[config.mk]
export PLATFORM = sky130hd
export DESIGN_NAME = uart_rx
export DESIGN_NICKNAME = d
export VERILOG_FILES = /design/src/rtl/uart_rx.sv
export SDC_FILE = /design/constraint.sdc
export NUM_CORES = 1
export LEC_CHECK = 0
export ABC_CLOCK_PERIOD_IN_PS = 3200
export CAP_MARGIN = 40
export CORE_MARGIN = 2
export CORE_UTILIZATION = 45
export CTS_BUF_LIST = sky130_fd_sc_hd__clkbuf_8
export CTS_CLUSTER_SIZE = 20
export DETAILED_ROUTE_END_ITERATION = 6
export PLACE_DENSITY_LB_ADDON = 0.15
export SLEW_MARGIN = 5
export SYNTH_ARGS = -nofsm -noshare
export SYNTH_HDL_FRONTEND = slang
export SYNTH_SLANG_ARGS = --single-unit
[constraint.sdc]
create_clock -name clk -period 3.2 [get_ports clk]
set_input_delay 0.32 -clock clk [delete_from_list [all_inputs] [get_ports clk]]
set_output_delay 0.32 -clock clk [all_outputs]
set_load 0.01 [all_outputs]
[src/rtl/uart_rx.sv]
// 8N1 serial receiver: 2-flop synchronizer, start-bit qualification, 3-sample mid-bit
// majority vote, show-ahead byte FIFO and sticky framing/overrun flags.
module uart_rx #(
  parameter int BIT_CLKS   = 10,
  parameter int FIFO_DEPTH = 4
) (
  input  logic                               clk,
  input  logic                               rst_,
  input  logic                               rx,
  input  logic                               re,
  output logic [7:0]                         rdata,
  output logic                               rvalid,
  output logic [$clog2(FIFO_DEPTH+1)-1:0]    level,
  output logic                               frame_err,
  output logic                               overrun,
  input  logic                               clr_err
);

  localparam int PHW = $clog2(BIT_CLKS);
  localparam int PW  = $clog2(FIFO_DEPTH);
  localparam int LW  = $clog2(FIFO_DEPTH + 1);

  localparam logic [PHW-1:0] PH_ZERO = {PHW{1'b0}};
  localparam logic [PHW-1:0] PH_ONE  = PHW'(1);
  localparam logic [PHW-1:0] PH_LAST = PHW'(BIT_CLKS - 1);
  localparam logic [PHW-1:0] PH_PRE  = PHW'(BIT_CLKS / 2 - 1);
  localparam logic [PHW-1:0] PH_MID  = PHW'(BIT_CLKS / 2);
  localparam logic [PHW-1:0] PH_VOTE = PHW'(BIT_CLKS / 2 + 1);
  localparam logic [PW-1:0]  PTR_ONE = PW'(1);
  localparam logic [LW-1:0]  LVL_ONE = LW'(1);
  localparam logic [LW-1:0]  LVL_FULL = LW'(FIFO_DEPTH);

  typedef enum logic [2:0] {
    ST_IDLE  = 3'd0,
    ST_START = 3'd1,
    ST_DATA  = 3'd2,
    ST_STOP  = 3'd3,
    ST_BREAK = 3'd4
  } state_t;

  function automatic logic maj3(input logic a, input logic b, input logic c);
    return (a & b) | (a & c) | (b & c);
  endfunction

  logic           r_sync1, r_sync2;
  logic           r_smp_pre, r_smp_mid;
  state_t         r_state;
  logic [PHW-1:0] r_ph;
  logic [2:0]     r_bit;
  logic [7:0]     r_shreg;
  logic [7:0]     r_mem [FIFO_DEPTH];
  logic [PW-1:0]  r_wptr, r_rptr;
  logic [LW-1:0]  r_level;
  logic           r_frame_err, r_overrun;

  logic           w_at_vote, w_vote, w_push, w_ferr_set;
  logic           w_pop, w_full, w_wr, w_drop;
  logic [PHW-1:0] w_ph_next;

  assign w_ph_next  = (r_ph == PH_LAST) ? PH_ZERO : r_ph + PH_ONE;
  assign w_at_vote  = (r_ph == PH_VOTE);
  assign w_vote     = maj3(r_smp_pre, r_smp_mid, r_sync2);
  assign w_push     = (r_state == ST_STOP) && w_at_vote && w_vote;
  assign w_ferr_set = (r_state == ST_STOP) && w_at_vote && !w_vote;
  assign w_pop      = re && (r_level != {LW{1'b0}});
  assign w_full     = (r_level == LVL_FULL);
  // A full FIFO still accepts a byte when the head is popped in the same cycle.
  assign w_wr       = w_push && (!w_full || w_pop);
  assign w_drop     = w_push && w_full && !w_pop;

  // Two-flop synchronizer and the two early vote samples.
  always_ff @(posedge clk or negedge rst_) begin
    if (!rst_) begin
      r_sync1   <= 1'b1;
      r_sync2   <= 1'b1;
      r_smp_pre <= 1'b1;
      r_smp_mid <= 1'b1;
    end else begin
      r_sync1 <= rx;
      r_sync2 <= r_sync1;
      if (r_ph == PH_PRE) r_smp_pre <= r_sync2;
      if (r_ph == PH_MID) r_smp_mid <= r_sync2;
    end
  end

  // Frame FSM with phase counter, bit index and shift register.
  always_ff @(posedge clk or negedge rst_) begin
    if (!rst_) begin
      r_state <= ST_IDLE;
      r_ph    <= PH_ZERO;
      r_bit   <= 3'd0;
      r_shreg <= 8'h00;
    end else begin
      case (r_state)
        ST_IDLE: begin
          if (!r_sync2) begin
            r_state <= ST_START;
            r_ph    <= w_ph_next;
          end else begin
            r_ph <= PH_ZERO;
          end
        end
        ST_START: begin
          r_ph <= w_ph_next;
          if (w_at_vote) begin
            if (w_vote) begin
              r_state <= ST_IDLE;
              r_ph    <= PH_ZERO;
            end else begin
              r_state <= ST_DATA;
              r_bit   <= 3'd0;
            end
          end
        end
        ST_DATA: begin
          r_ph <= w_ph_next;
          if (w_at_vote) begin
            r_shreg <= {w_vote, r_shreg[7:1]};
            if (r_bit == 3'd7) r_state <= ST_STOP;
            else               r_bit   <= r_bit + 3'd1;
          end
        end
        ST_STOP: begin
          r_ph <= w_ph_next;
          if (w_at_vote) begin
            // Returning to IDLE at mid-stop lets the next start bit follow immediately.
            r_state <= w_vote ? ST_IDLE : ST_BREAK;
            r_ph    <= PH_ZERO;
          end
        end
        ST_BREAK: begin
          r_ph <= PH_ZERO;
          if (r_sync2) r_state <= ST_IDLE;
        end
        default: begin
          r_state <= ST_IDLE;
          r_ph    <= PH_ZERO;
        end
      endcase
    end
  end

  // Show-ahead FIFO storage, pointers and occupancy.
  always_ff @(posedge clk or negedge rst_) begin
    if (!rst_) begin
      for (int i = 0; i < FIFO_DEPTH; i++) r_mem[i] <= 8'h00;
      r_wptr  <= {PW{1'b0}};
      r_rptr  <= {PW{1'b0}};
      r_level <= {LW{1'b0}};
    end else begin
      if (w_wr) begin
        r_mem[r_wptr] <= r_shreg;
        r_wptr        <= r_wptr + PTR_ONE;
      end
      if (w_pop) r_rptr <= r_rptr + PTR_ONE;
      case ({w_wr, w_pop})
        2'b10:   r_level <= r_level + LVL_ONE;
        2'b01:   r_level <= r_level - LVL_ONE;
        default: r_level <= r_level;
      endcase
    end
  end

  // Sticky error flags; a set in the same cycle as a clear wins.
  always_ff @(posedge clk or negedge rst_) begin
    if (!rst_) begin
      r_frame_err <= 1'b0;
      r_overrun   <= 1'b0;
    end else begin
      if (w_ferr_set)   r_frame_err <= 1'b1;
      else if (clr_err) r_frame_err <= 1'b0;
      if (w_drop)       r_overrun <= 1'b1;
      else if (clr_err) r_overrun <= 1'b0;
    end
  end

  assign rdata     = r_mem[r_rptr];
  assign rvalid    = (r_level != {LW{1'b0}});
  assign level     = r_level;
  assign frame_err = r_frame_err;
  assign overrun   = r_overrun;

endmodule

**After elaboration in Yosys (flattened, before gate mapping)**

Index checks and enable logic that the tools add are counted.

- Input port bits: 5
- Output and inout bits: 14
- Bits in registers: 63
- Word-level logic and storage cells: 104

- Reductions and logical operators: 21
- Mux-type cells: 30
- Bitwise operators: 7
- Equal/unequal tests: 20
- $add $sub $neg: 6
- Order comparisons: 3

Operators with widths:

| kind | number |
|---|---|
| two-way mux 3 bit | 11 |
| bitwise mux 32 bit | 1 |
| two-way mux 8 bit | 3 |
| two-way mux 4 bit | 5 |
| binary-select mux 8 bit (select 2 bit) | 1 |
| demux 8 bit (select 2 bit) | 1 |
| != test 2 bit (second input constant) | 8 |
| one-hot mux 4 bit (4 select lines) | 1 |
| one-hot mux 3 bit (5 select lines) | 1 |
| == test 4 x 3 -> 1 bit (second input constant) | 3 |
| one-hot mux 3 bit (2 select lines) | 2 |
| == test 3 bit (second input constant) | 3 |
| logical AND 1 bit | 8 |
| nonzero test 2 bit | 4 |
| adder 3 x 1 -> 3 bit (second input constant) | 2 |
| == test 3 x 2 -> 1 bit (second input constant) | 2 |
| greater-or-equal comparator 3 bit (second input constant) | 2 |
| inverter 2 -> 3 bit | 2 |
| AND reduction 6 bit | 1 |
| AND reduction 5 bit | 1 |
| adder 2 x 1 -> 2 bit (second input constant) | 2 |
| adder 4 x 1 -> 4 bit (second input constant) | 1 |
| == test 4 bit (second input constant) | 1 |
| AND 1 bit | 3 |
| 13 further kinds | 18 |

**Logic depth before layout (Yosys ltp)**

- Depth after elaboration: 7
- Mapped depth: 12
- Mapped depth without buffers: 9

**Worst setup path before layout**

Ideal clock, no wire load.

- Path type: flip-flop to flip-flop
- Start: register r_level[0], in the netlist level[0]
- End: register r_level[2], in the netlist level[2]
- Path buffers: 1
- Library setup time: 0.079 ns
- Setup slack: 0.806 ns
- Arrival time: 2.315 ns
- Period minus slack after synthesis: 2.394 ns
- Data required time: 3.121 ns
- Cell stages (with the launch flop): 11
- Path through: dfrtp_1 -> or4b_1 -> and4_4 -> buf_12 -> inv_1 -> ha_1 -> inv_1 -> fa_1 -> xor2_1 -> nor2_1 -> xor2_1

- Cells in the longest elaborated chain, start to end: 6
- Elaborated cells on any way between the ends: 12
- Classes of those cells: add/sub (2); eq/ne (3); mux (1); reduce/logical (6)

Ends and longest elaborated chain:

| what | line | RTL |
|---|---|---|
| start: declaration | 53 | `logic [LW-1:0] r_level;` |
| start signal: assignment | 149 | `r_level <= {LW{1'b0}};` |
| start signal: assignment | 157 | `2'b10: r_level <= r_level + LVL_ONE;` |
| start signal: assignment | 158 | `2'b01: r_level <= r_level - LVL_ONE;` |
| == test 3 bit / nonzero test 3 bit (equally long branches) | 66, 65 |  |
| zero test 1 bit / logical AND 1 bit (equally long branches) | 68, 65 |  |
| logical OR 1 bit | 68 | `assign w_wr = w_push && (!w_full \|\| w_pop);` |
| logical AND 1 bit | 68 |  |
| == test 2 x 1 -> 1 bit / == test 2 bit (equally long branches) | 156 | `case ({w_wr, w_pop})` |
| one-hot mux 3 bit (2 select lines) / nonzero test 2 bit (equally long branches) | - |  |

Several ways; a longest one is shown, not always the timed one.
A chain may end at the register's enable or synchronous reset.

**Worst setup path after layout**

- Start: register r_rptr[0]
- End: output port rdata[7]

- Cells in the longest elaborated chain, start to end: 4

Ends and longest elaborated chain:

| what | line | RTL |
|---|---|---|
| start: declaration | 52 | `logic [PW-1:0] r_wptr, r_rptr;` |
| start signal: assignment | 148 | `r_rptr <= {PW{1'b0}};` |
| start signal: assignment | 155 | `if (w_pop) r_rptr <= r_rptr + PTR_ONE;` |
| inverter 2 -> 3 bit (not written as such) | 177 | `assign rdata = r_mem[r_rptr];` |
| binary-select mux 8 bit (select 2 bit) | 177 |  |
| two-way mux 8 bit (not written as such) (2 in series) | 177 |  |
| end: declaration | 11 | `output logic [7:0] rdata,` |

No other way between the ends. The select of a mux whose other input is x is not followed.

==> run summary <==
===============================================================================================
GPL Wtd Cong                                                                              0.806
Critical path start-end classification                                                  reg2out
Largest net degree at the start of global routing                                            40
Post-synthesis net count                                                                    214
Antenna Cells                                                                                 0
RR Startpoint                                                                      level[0]$_DFFE_PN0P_
Total wire length after detailed routing                                                5210 um
Predominant post-synthesis flop cell                                               sky130_fd_sc_hd__dfrtp_1
Arrival time of data at the critical path endpoint                                      2.16 ns
Overall fraction of global-route tracks in use                                            16.5%
TritonCTS clock tree                                                                        yes
Status                                                                             complete, no violations
Clock latency on the worst-skew pair                                                    0.34 ns
Port bufs                                                                                    18
Sequential fraction of the synthesis area                                                 52.2%
Worst hold path type                                                                   in2async
Inserted Clock Buffers                                                                        9
Floorplan Core Area                                                                  6420 sq um
Count of warnings emitted by yosys                                                            0
Tmin final                                                                              2.48 ns
I/O pin total                                                                                19
Total of endpoints with negative setup slack in the final report                              0
Non-Filler Instances                                                                        309
Max FO, Critical Path                                                                        10
Vias in the first global route                                                             1925
Share of flip-flops with an asynchronous set or reset after synthesis                      100%
DRC violation total after the first TritonRoute iteration                                    64
Die height                                                                              86.1 um
Number of max-cap violations                                                                  0
Most common library cell in the layout ignoring fill and taps                      sky130_fd_sc_hd__dfrtp_1
Post-cts repair resize count                                                                  0
Pwr Density                                                                         666 nW/um^2
Site row count                                                                               29
Width of the die                                                                        86.1 um
Ratio of cells with drive above 1 in the final layout                                     33.6%
Post-synthesis to final-layout area growth                                                14.7%
Final-stage net count                                                                       240
Placement Setup Slack                                                                  0.455 ns
Leakage dissipation                                                                     1.68 nW
Cell chosen for the clock root                                                     sky130_fd_sc_hd__clkbuf_8
Area enclosed by the die boundary                                                    7410 sq um
Pre-Repair DR Iteration Count                                                                 4
Post-synthesis cell area                                                             3030 sq um
Flop and latch count out of synthesis                                                        63
Largest vdd supply drop                                                                0.384 mV
Crit path setup slack, layout                                                          0.720 ns
Count of final max-slew check failures                                                        0
Number of instances in the synthesized netlist                                              201
Sum of negative setup slack                                                                0 ns
Number of vias in the routed layout                                                        1679
Unrepaired setup endpoints after global routing                                           false
Hold slack final                                                                       0.357 ns
Required time of the critical path                                                      2.88 ns
Setup Skew                                                                            0.0136 ns
Commonest cells after routing, fill and taps aside                                 59 x sky130_fd_sc_hd__dfrtp_1, 32 x sky130_fd_sc_hd__mux2_4, 17 x sky130_fd_sc_hd__clkdlybuf4s50_1
Worst slew margin relative to its limit                                                   59.0%
Origin of the worst setup path                                                     r_rptr[0]$_DFFE_PN0P_
Element type at the critical path start                                                register
Number of distinct library cells after synthesis                                             44
EDFF count, synth                                                                             0
Final clock period utilization by the worst path                                          77.5%
Half-perimeter wire length after placement                                              3630 um
Post-route antenna net violation count                                                        0
Global-route wire length before repair                                                  9360 um
Worst-Margin Slew                                                                      0.615 ns
# DRC                                                                                         0
Critical path capture point type                                                   primary output
Grt total ovfl                                                                                0
Via density                                                                                5.43
Final hold vios                                                                               0
Number of antenna violations at the first check in global routing                             0
Cell count after placement                                                                  292
Initial Util                                                                              47.2%
H-tree Lvls                                                                                   3
Routed wire length per instance                                                         16.9 um
Bufs on Longest Clock Path                                                                    2
Clock input transition at the sequential cells of the worst setup and hold paths        0.07 ns
Max frequency                                                                           403 MHz
Synthesized area per cell                                                            15.1 sq um
TritonCTS Sinks                                                                              63
===============================================================================================
kinds of logic after synthesis:
family,Yosys count,synth area share (%)
flip-flops,63,52.2
multiplexers,52,26.2
AND/OR/NAND/NOR,39,9.45
buffers and inverters,16,2.93
AO/OA/AOI/OAI,15,3.38
adder cells (fa/ha/maj),9,3.88
XOR/XNOR,7,2.02
layout make-up:
type,instances,area [sq um]
Clock buffer,9,124
Clock inverter,7,65.1
Fill cell,533,2940
Inverter,10,37.5
Multi-Input combinational cell,122,1360
Sequential cell,63,1580
Tap cell,77,96.3
Timing Repair Buffer,21,213
cells in the mapped netlist, types with 3 or more instances:
| master | n | area (sq um) |
|---|---|---|
| sky130_fd_sc_hd__dfrtp_1 | 59 | 1480 |
| sky130_fd_sc_hd__mux2_4 | 32 | 480 |
| sky130_fd_sc_hd__inv_1 | 10 | 37.5 |
| sky130_fd_sc_hd__mux2_2 | 10 | 113 |
| sky130_fd_sc_hd__mux4_2 | 8 | 180 |
| sky130_fd_sc_hd__ha_1 | 7 | 87.6 |
| sky130_fd_sc_hd__nand2_1 | 7 | 26.3 |
| sky130_fd_sc_hd__nor2_1 | 7 | 26.3 |
| sky130_fd_sc_hd__dfstp_2 | 4 | 105 |
| sky130_fd_sc_hd__nand2_8 | 4 | 80.1 |
| sky130_fd_sc_hd__nand2b_1 | 4 | 25.0 |
| sky130_fd_sc_hd__o21ai_0 | 4 | 20.0 |
| sky130_fd_sc_hd__xnor2_1 | 4 | 35.0 |
| sky130_fd_sc_hd__xor2_1 | 3 | 26.3 |
report_power, final:
group | total (W) | internal, W | switching (W)
Clock | 0.000659 | 0.000354 | 0.000305
Sequential | 0.00110 | 0.000918 | 0.000181
Combinational | 0.000560 | 0.000292 | 0.000269
Total | 0.00232 | 0.00156 | 0.000755
metal layers:
layer  share of wire [%]  global-route usage (%)  vias up
li1                    -                       -      771
met3                 3.3                    3.85       11
met2                  49                    27.7       36
met4                 1.6                    6.93        0
met1                  46                    20.5      861
met5                   0                       0        -
worst paths after layout:
| path | cells past startpoint | endpoint | slack [ns] |
|---|---|---|---|
| setup / recovery | 2 | rdata[7] | 0.72 |
| hold / removal | 2 | r_rptr[1]$_DFFE_PN0P_ | 0.36 |
| setup reg to reg | 9 | level[2]$_DFFE_PN0P_ | 0.76 |
| hold reg to reg | 0 | r_sync2$_DFF_PN1_ | 0.36 |
| max in group asynchronous | 3 | r_smp_pre$_DFFE_PN1N_ | 2.29 |
| min in group clk | 0 | r_sync2$_DFF_PN1_ | 0.36 |
state kept, by name (all words and copies together) (netlist names):
register	cells
r_sync2	1
level	3
overrun	1
r_smp_mid	1
r_bit	3
r_ph	4
r_sync1	1
frame_err	1
r_wptr	2
r_mem	32
r_shreg	8
r_rptr	2
r_smp_pre	1
r_state	3
per-stage QoR:
step | area (sq um) | power [W] | util (%)
after floorplan | 3030 | 0.00151 | -
after global placement | 3260 | 0.00163 | 50.7
after detailed placement | 3280 | 0.00168 | 51.1
after CTS | 3480 | 0.00236 | 54.2
after global routing | 3480 | 0.00248 | 54.2
final | 3480 | 0.00232 | 54.2
critical path, stage by stage (launching register included):
cell and delay [ns]:
sky130_fd_sc_hd__dfrtp_1 0.74, sky130_fd_sc_hd__mux4_2 0.59, sky130_fd_sc_hd__clkdlybuf4s50_1 0.49
what timing repair did:
action / 4_1_cts / 5_1_grt
setup buffers: 0 / 0
hold buffers: 1 / 0
endpoints found under the hold margin: 6 / 0
No activity file was read; power rests on OpenSTA's default activity.
